`config.mk`:
```
export PLATFORM = sky130hd
export DESIGN_NAME = mix_columns_serial_flat
export DESIGN_NICKNAME = d
export VERILOG_FILES = /design/src/rtl/aes_pkg.sv /design/src/rtl/mix_columns_serial_if.sv /design/src/rtl/mix_column_unit.sv /design/src/rtl/mix_columns_serial.sv /design/src/flat_wrapper.sv
export SDC_FILE = /design/constraint.sdc
export NUM_CORES = 1
export LEC_CHECK = 0
export BUFFER_PORTS_ARGS = -buffer_cell sky130_fd_sc_hd__buf_2
export CAP_MARGIN = 30
export CORE_AREA = 2 2 179 181
export DETAILED_ROUTE_END_ITERATION = 8
export DIE_AREA = 0 0 181 183
export GPL_TIMING_DRIVEN = 0
export PLACE_DENSITY_LB_ADDON = 0.08
export SYNTH_ARGS = -nofsm -noshare
export SYNTH_HDL_FRONTEND = slang
export SYNTH_HIERARCHICAL = 1
export SYNTH_SLANG_ARGS = --single-unit
```
`constraint.sdc`:
```
create_clock -name clk -period 2.6 [get_ports clk]
set_input_delay 0 -clock clk [delete_from_list [all_inputs] [get_ports clk]]
set_output_delay 0 -clock clk [all_outputs]
set_load 0.005 [all_outputs]
```
`src/rtl/aes_pkg.sv`:
```
// Shared constants, state encoding and the ShiftRows byte permutation for
// the serial MixColumns datapath.
package aes_pkg;

    localparam int AES_STATE_W = 128;
    localparam int AES_NB      = 4;

    // Low byte of the AES field polynomial x^8 + x^4 + x^3 + x + 1 (0x11B)
    localparam logic [7:0] GF_REDUCE = 8'h1B;

    typedef enum logic [1:0] {
        IDLE = 2'd0,
        CALC = 2'd1,
        DONE = 2'd2
    } mc_state_e;

    typedef logic [31:0] column_t;

    // Byte k of the state lives at s[127-8k -: 8]; s[r][c] is byte 4c+r.
    // Row r is rotated left by r positions: s'[r][c] = s[r][(c+r) mod 4].
    function automatic logic [AES_STATE_W-1:0] shift_rows(input logic [AES_STATE_W-1:0] s);
        logic [AES_STATE_W-1:0] r;
        r = '0;
        for (int c = 0; c < AES_NB; c++) begin
            for (int row = 0; row < 4; row++) begin
                r[AES_STATE_W-1-8*(4*c+row) -: 8] =
                    s[AES_STATE_W-1-8*(4*((c+row)%AES_NB)+row) -: 8];
            end
        end
        return r;
    endfunction

endpackage

```
`src/rtl/mix_columns_serial_if.sv`:
```
// Upstream/downstream handshake bundle for the serial MixColumns block.
// The master side feeds states in and drains results; the slave is the block.
interface mix_columns_serial_if;
    import aes_pkg::*;

    logic [AES_STATE_W-1:0] ip;
    logic                   in_valid;
    logic                   in_ready;
    logic                   mix_en;
    logic [AES_STATE_W-1:0] op;
    logic                   out_valid;
    logic                   out_ready;

    modport master (
        output ip,
        output in_valid,
        output mix_en,
        output out_ready,
        input  in_ready,
        input  op,
        input  out_valid
    );

    modport slave (
        input  ip,
        input  in_valid,
        input  mix_en,
        input  out_ready,
        output in_ready,
        output op,
        output out_valid
    );

endinterface

```
`src/rtl/mix_column_unit.sv`:
```
// Combinational MixColumns for one 32-bit column over GF(2^8).
// Column byte 0 (row 0) is the most significant byte.
module mix_column_unit
    import aes_pkg::*;
(
    input  column_t col_i,
    output column_t col_o
);

    // Multiply by x in GF(2^8), folding the overflow bit back with 0x1B
    function automatic logic [7:0] xtime(input logic [7:0] a);
        return {a[6:0], 1'b0} ^ (a[7] ? GF_REDUCE : 8'h00);
    endfunction

    logic [7:0] a0, a1, a2, a3;

    // Matrix rows {2,3,1,1} rotated; 3*a is written as xtime(a)^a
    always_comb begin
        a0 = col_i[31:24];
        a1 = col_i[23:16];
        a2 = col_i[15:8];
        a3 = col_i[7:0];
        col_o[31:24] = xtime(a0) ^ xtime(a1) ^ a1 ^ a2 ^ a3;
        col_o[23:16] = a0 ^ xtime(a1) ^ xtime(a2) ^ a2 ^ a3;
        col_o[15:8]  = a0 ^ a1 ^ xtime(a2) ^ xtime(a3) ^ a3;
        col_o[7:0]   = xtime(a0) ^ a0 ^ a1 ^ a2 ^ xtime(a3);
    end

endmodule

```
`src/rtl/mix_columns_serial.sv`:
```
// ShiftRows + MixColumns over one AES state, one column per clock.
// ShiftRows is applied at capture time; a single shared column unit then
// rewrites columns 0..3 in place before the result is offered downstream.
module mix_columns_serial
    import aes_pkg::*;
(
    input  logic                 clk,
    input  logic                 rst_n,
    mix_columns_serial_if.slave  bus
);

    mc_state_e              state_q, state_d;
    logic [1:0]             col_q, col_d;
    logic [AES_STATE_W-1:0] work_q, work_d;
    logic                   mix_en_q, mix_en_d;

    column_t cur_col;
    column_t mixed_col;
    column_t new_col;

    // Pick the column addressed by the counter out of the working register
    always_comb begin
        cur_col = work_q[127:96];
        case (col_q)
            2'd0: cur_col = work_q[127:96];
            2'd1: cur_col = work_q[95:64];
            2'd2: cur_col = work_q[63:32];
            2'd3: cur_col = work_q[31:0];
            default: cur_col = work_q[127:96];
        endcase
    end

    mix_column_unit u_mix_column_unit (
        .col_i (cur_col),
        .col_o (mixed_col)
    );

    // Final rounds skip MixColumns, so the column is written back untouched
    always_comb begin
        new_col = mix_en_q ? mixed_col : cur_col;
    end

    // Next-state logic: capture in IDLE, walk columns in CALC, hold in DONE
    always_comb begin
        state_d  = state_q;
        col_d    = col_q;
        work_d   = work_q;
        mix_en_d = mix_en_q;
        case (state_q)
            IDLE: begin
                if (bus.in_valid) begin
                    work_d   = shift_rows(bus.ip);
                    mix_en_d = bus.mix_en;
                    col_d    = 2'd0;
                    state_d  = CALC;
                end
            end
            CALC: begin
                case (col_q)
                    2'd0: work_d[127:96] = new_col;
                    2'd1: work_d[95:64]  = new_col;
                    2'd2: work_d[63:32]  = new_col;
                    2'd3: work_d[31:0]   = new_col;
                    default: work_d      = work_q;
                endcase
                col_d = col_q + 2'd1;
                if (col_q == 2'd3) begin
                    state_d = DONE;
                end
            end
            DONE: begin
                if (bus.out_ready) begin
                    state_d = IDLE;
                end
            end
            default: begin
                state_d = IDLE;
            end
        endcase
    end

    // State registers; reset wins over any handshake in the same cycle
    always_ff @(posedge clk) begin
        if (!rst_n) begin
            state_q  <= IDLE;
            col_q    <= 2'd0;
            work_q   <= '0;
            mix_en_q <= 1'b0;
        end else begin
            state_q  <= state_d;
            col_q    <= col_d;
            work_q   <= work_d;
            mix_en_q <= mix_en_d;
        end
    end

    // Handshake flags decode straight from the state; op is the working register
    always_comb begin
        bus.in_ready  = (state_q == IDLE);
        bus.out_valid = (state_q == DONE);
        bus.op        = work_q;
    end

endmodule

```
`src/flat_wrapper.sv`:
```
// flat-port wrapper written by rule: the top's interface ports become plain ports
module mix_columns_serial_flat import aes_pkg::*;
  (clk, rst_n, bus_ip, bus_in_valid, bus_mix_en, bus_out_ready, bus_in_ready, bus_op, bus_out_valid);
  mix_columns_serial_if bus_i ();
  input  logic clk;
  input  logic rst_n;
  input wire logic [$bits(bus_i.ip)-1:0] bus_ip;
  input wire logic [$bits(bus_i.in_valid)-1:0] bus_in_valid;
  input wire logic [$bits(bus_i.mix_en)-1:0] bus_mix_en;
  input wire logic [$bits(bus_i.out_ready)-1:0] bus_out_ready;
  output wire logic [$bits(bus_i.in_ready)-1:0] bus_in_ready;
  output wire logic [$bits(bus_i.op)-1:0] bus_op;
  output wire logic [$bits(bus_i.out_valid)-1:0] bus_out_valid;
  assign bus_i.ip = bus_ip;
  assign bus_i.in_valid = bus_in_valid;
  assign bus_i.mix_en = bus_mix_en;
  assign bus_i.out_ready = bus_out_ready;
  assign bus_in_ready = bus_i.in_ready;
  assign bus_op = bus_i.op;
  assign bus_out_valid = bus_i.out_valid;
  mix_columns_serial u_core (.clk(clk), .rst_n(rst_n), .bus(bus_i));
endmodule
```
---- Word-level counts from Yosys, hierarchy flattened ----
Cells that the tools add are included.
word-level totals
  bits in writable memories ............... 0
  ROM bits ................................ 0
  input port bits ......................... 133
  register bits after elaboration ......... 133
  memories kept ........................... 0
  bits in latches ......................... 0
operators by class
  shift-type cells ........................ 0
  muxes and demuxes ....................... 18
  reductions and logical operators ........ 10
  bitwise operators ....................... 20
  equality and inequality tests ........... 11
  $mul .................................... 0
  magnitude comparators ................... 0
  add/subtract/negate cells ............... 1
  div/mod/pow operators ................... 0
operator list
  cell                   count
  $pmux W128 S2          1
  $mux W32               5
  $mux W128              1
  $pmux W32 S4           1
  $xor A8 B8 Y8          16
  $xor A8 B5 Y8          4
  $mux W5                4
  $reduce_and A3 Y1      5
  $ne A2 B2 Y1 const B   5
  $mux W2                4
  $eq A2 B2 Y1 const B   3
  $pmux W2 S3            1
  $eq A2 B1 Y1 const B   2
  $logic_not A2 Y1       2
  $pmux W2 S2            1
  $reduce_and A2 Y1      2
  $add A2 B1 Y2 const B  1
  $ne A2 B1 Y1 const B   1
  $reduce_bool A2 Y1     1

---- Logic depth before layout (Yosys ltp) ----
  word-level depth ........................ 11
  mapped depth ............................ 11
  gate-level depth less buffers ........... 8

---- Modules after synthesis ----
Netlist, hierarchy kept.
by module, submodules not included
  module              cells each  times used  sequential area each (um^2)  area an instance (um^2)
  mix_columns_serial  790         1           2,662.6                      7,298.2
  mix_column_unit     85          1           0.0                          1,325.0

---- Worst setup path after synthesis ----
Ideal clock, no wire load.
  path type ............................... register to register
  from .................................... reg u_core.col_q[0]
  to ...................................... reg u_core.work_q[12] (netlist: u_core/bus.op[12])
  path slack .............................. -0.300 ns
  stages on the path, launching flop included .. 10
  required time ........................... 2.462 ns
  path buffers ............................ 2
  data arrival time ....................... 2.763 ns
  path through ............................ dfxtp_1 inv_1 ha_1 clkbuf_1 buf_2 mux2i_1 xnor3_2 xnor3_1 mux2i_4 o221ai_1
on the way
  elaborated cells between the ends (all ways) .. 18
  classes of those cells .................. eq/ne: 4; mux: 6; bitwise: 6; reduce/logical: 2
RTL lines
  item                                  line                      text
  start, declared                       mix_columns_serial.sv:13  logic [1:0] col_q, col_d;
  start signal, assigned                mix_columns_serial.sv:91  col_q <= col_d;
  $eq A2 B2 Y1 (tied with other cells)  mix_columns_serial.sv:24  case (col_q)
  $pmux W32 S4 (*)                      mix_columns_serial.sv:24
  net u_core.cur_col[28]                mix_columns_serial.sv:17  column_t cur_col;
  $xor A8 B8 Y8 (*) (4 in a row)        mix_column_unit.sv:25     col_o[15:8] = a0 ^ a1 ^ xtime(a2) ^ xtime(a3) ^ a3;
  net u_core.mixed_col[12]              mix_columns_serial.sv:18  column_t mixed_col;
  $mux W32 (*)                          mix_columns_serial.sv:40  new_col = mix_en_q ? mixed_col : cur_col;
  $mux W32 (*)                          mix_columns_serial.sv:59  case (col_q)
  $pmux W128 S2 (*)                     mix_columns_serial.sv:49  case (state_q)
  end signal, assigned                  mix_columns_serial.sv:92  work_q <= work_d;
  end, declared                         mix_columns_serial.sv:14  logic [AES_STATE_W-1:0] work_q, work_d;
Mark *: on every way through the listed nets, which the timed path passes. The rest lies on a longest branch. The select of a mux whose other input is x is not followed.
A chain may end at the register's enable or synchronous reset.

---- Final worst setup path ----
  from .................................... reg u_core.col_q[1]
  to ...................................... reg u_core.work_q[88] (netlist: u_core/bus.op[88])
on the way
  cells in the longest elaborated chain, start to end .. 11
  elaborated cells between the ends (all ways) .. 18
  classes of those cells .................. eq/ne: 4; mux: 6; bitwise: 6; reduce/logical: 2
RTL lines
  item                                  line                      text
  $eq A2 B2 Y1 (tied with other cells)  mix_columns_serial.sv:24
  $pmux W32 S4 (*)                      mix_columns_serial.sv:24
  net u_core.cur_col[23]                mix_columns_serial.sv:17
  $mux W5 (*)                           mix_column_unit.sv:12     return {a[6:0], 1'b0} ^ (a[7] ? GF_REDUCE : 8'h00);
  $xor A8 B5 Y8 (*)                     mix_column_unit.sv:12
  $xor A8 B8 Y8 (*) (4 in a row)        mix_column_unit.sv:23     col_o[31:24] = xtime(a0) ^ xtime(a1) ^ a1 ^ a2 ^ a3;
  net u_core.mixed_col[24]              mix_columns_serial.sv:18
  $mux W32 (*)                          mix_columns_serial.sv:40
  $mux W32 (*)                          mix_columns_serial.sv:59
  $pmux W128 S2 (*)                     mix_columns_serial.sv:49
Marked as above.

==> impl_metrics.tcl <==
set metrics [dict create \
    path_cells "inv_4 > ha_4 > buf_8 > a222oi_1 > mux2i_1 > buf_4 > buf_6 > xnor2_4 > xor3_2 > mux2i_4 > o221ai_1" \
    synth_area_um2 8620 \
    fin_nets 1554 \
    ys_types 37 \
    dp_worst_setup_slack_ps -1200 \
    p_per_area_nw_per_um2 587 \
    ioPinCount 263 \
    n_antenna_cell 0 \
    finalCriticalPeriod_ps 3370 \
    yosysSeqAreaShare_pct 30.9 \
    fmaxAchievable_mhz 297 \
    start_util_pct 27.6 \
    yosysWarningCount 6 \
    final_area_um2 15000 \
    area_growth_pct 73.4 \
    via_per_inst 5.50 \
    drc 0 \
    clock_sinks 133 \
    overflow 0 \
    wl_met3_um 2920 \
    cts_root_buffer "clkbuf_16" \
    highest_layer "met4" \
    die_area_um2 33100 \
    synth_area_per_cell_um2 9.86 \
    synthFlopType "dfxtp_1" \
    synth_top_area_cell "dfxtp_1" \
    leakagePower_nw 6.07 \
    synth_nets 1013 \
    violations "setup timing" \
    worstPathArrival_ps 3660 \
    slew_viol_final 0 \
    ys_seq_elements 133 \
    hp-class "in2reg" \
    min_from "bus_in_valid" \
    worst_slack_ps -769 \
    path_clk_slew_ps 70 \
    fin_crit_sh_pct 130 \
    async_flop_share_pct 0 \
    cp-start-kind "flip-flop" \
    r2r_setup_slack_ps -770 \
    drive_gt1_share_pct 47.2 \
    most-common-layout-cells "buf_2 (297), nand2_1 (134), dfxtp_1 (131), dlygate4sd3_1 (130), nand4_1 (128)" \
    first_pass_iters 8 \
    placedCellCount 1540 \
    synth.top_cell.area_share_pct 30.9 \
    grt_max_degree 17 \
    dr_total_vias 10077 \
    synth_edf_count 0 \
    dpl.hpwl_um 33900 \
    cts.path.max_buffers 2 \
    synth_area_leaders "dfxtp_1 (31%), o221ai_1 (13%), nand4_1 (9.3%)" \
    layout_commonest_cell "buf_2" \
    met1Wirelength_um 19500 \
    postSynthCellCount 875 \
    status "complete, but fails checks" \
    cp_slowest_cell "a222oi_1" \
    die_x_um 181 \
    maxCapViolations 0 \
    skew_ps 16.7 \
    place_area_um2 10600 \
    critPathMaxStageDelay_ps 690 \
    fp-row-count 65 \
    htree_levels 4 \
    grt_pass1_wl_um 65500 \
    hold-path-endpoint "u_core/state_q[0]$_SDFFE_PN0P_" \
    holdPathStages 4 \
    crit_type "reg2reg" \
    cts_buffers 17 \
    drt.antenna.violating_nets 0 \
    coreArea_um2 31200 \
    fin_cells 1831 \
    route.met2.wl_um 23000 \
    antenna_found_initial 0 \
    ff2ff_path_depth 11 \
    max_slew_margin_pct 29.5 \
    r2r-start "u_core/col_q[1]$_SDFFE_PN0P_" \
    rr_endpoint "u_core/bus.op[88]$_SDFFE_PN0P_" \
    endpoint_kind "flip-flop" \
    portBuffers 262 \
    wl_per_cell_um 25.7 \
    die_h_um 183 \
    fin_total_pwr_mw 8.78 \
    critPathRequiredTime_ps 2890 \
    grt_pass1_vias 9905 \
    hold_viol 0 \
    cp_max_fo 6 \
    rsz0062_at_grt "yes" \
    worst_hold_slack_ps 57.8 \
    gp_congestion 0.861 \
    setup_viol 128 \
    drt_iter0_markers 980 \
    cts_tree "done" \
    clk_latency_ps 430 \
    max_slew.worst_pin.slew_ps 1060 \
    wl_um 47000 \
    ir_drop_v 0.000486 \
    grt_use_total_pct 27.0 \
]
[per-stage QoR]
| stage | TNS [ps] | utilization, % |
|---|---|---|
| 5_1_grt | -86650 | 47.9 |
| 2_1_floorplan | -434 | - |
| 4_1_cts | -62510 | 43.9 |
| 3_3_place_gp | -107810 | 33.9 |
| 6_report | -73660 | 47.9 |
| 3_5_place_dp | -103520 | 33.9 |
[cells in the mapped netlist (16+ instances only)]
cell type    n
a222oi_1    32
clkbuf_1    48
nand4_1    128
xor2_1      16
o221ai_1   124
dfxtp_1    133
xnor2_1     17
buf_2       50
xnor3_1     33
inv_1       35
mux2i_4     30
mux2i_1     35
nand2_1    134
[logic make-up (layout without fill, tap and decap cells)]
logic type,after synthesis,after routing,share of synthesized area (%)
compound gates,169,169,17.6
xor+xnor,77,77,14.9
fa+ha+maj,5,5,0.725
buf+inv,149,703,7.85
flops,133,133,30.9
mux,65,65,11.9
simple gates,277,277,16.2
[worst max-delay path by stage]
stage	start	to	cells past startpoint
floorplan	u_core/col_q[0]$_SDFFE_PN0P_	u_core/bus.op[100]$_SDFFE_PN0P_	11
global placement	u_core/col_q[0]$_SDFFE_PN0P_	u_core/bus.op[17]$_SDFFE_PN0P_	10
detailed placement	u_core/col_q[0]$_SDFFE_PN0P_	u_core/bus.op[17]$_SDFFE_PN0P_	10
CTS	u_core/col_q[1]$_SDFFE_PN0P_	u_core/bus.op[83]$_SDFFE_PN0P_	10
global route	u_core/col_q[1]$_SDFFE_PN0P_	u_core/bus.op[11]$_SDFFE_PN0P_	10
finish	u_core/col_q[1]$_SDFFE_PN0P_	u_core/bus.op[88]$_SDFFE_PN0P_	11
[per-layer routing]
| layer | up-vias | GRT usage (%) |
|---|---|---|
| met3 | 84 | 4.23 |
| met4 | 0 | 8.59 |
| met5 | - | 0 |
| li1 | 4507 | - |
| met2 | 401 | 46.7 |
| met1 | 5085 | 34.6 |
[registers in the layout (all words and copies together), names as in the netlist]
register         flops
u_core/col_q         2
u_core/state_q       2
u_core/mix_en_q      1
u_core/bus.op      128
[report_power, final]
part | internal (mW) | switching (mW)
Sequential | 2.22 | 0.181
Combinational | 1.89 | 1.86
Clock | 1.49 | 1.14
[final cells by class]
cell class | instances | area [um2]
plain buffers | 110 | 631
clock buffers | 18 | 439
clock inverters | 14 | 178
fillers | 2979 | 16300
inverters | 36 | 140
multi-input cells | 593 | 6430
flip-flops and latches | 133 | 2670
well taps | 402 | 503
repair buffers | 525 | 3960
[worst max-delay path: cells and delay by family (launching register included)]
| kind | cells | cell delay (ps) |
|---|---|---|
| xor+xnor | 2 | 660 |
| fa+ha+maj | 1 | 200 |
| mux | 2 | 570 |
| compound gates | 2 | 850 |
| flops | 1 | 390 |
| buf+inv | 4 | 560 |
[timing repair]
item / 4_1_cts / 5_1_grt
buffers inserted: 76 / 61
endpoints found under the setup margin: 128 / 128
endpoints found under the hold margin: 130 / 0
hold buffers: 130 / 0
pin swaps: 87 / 82
gates resized for setup: 99 / 122
gates cloned: 1 / 1
No activity file was read; power rests on OpenSTA's default activity.
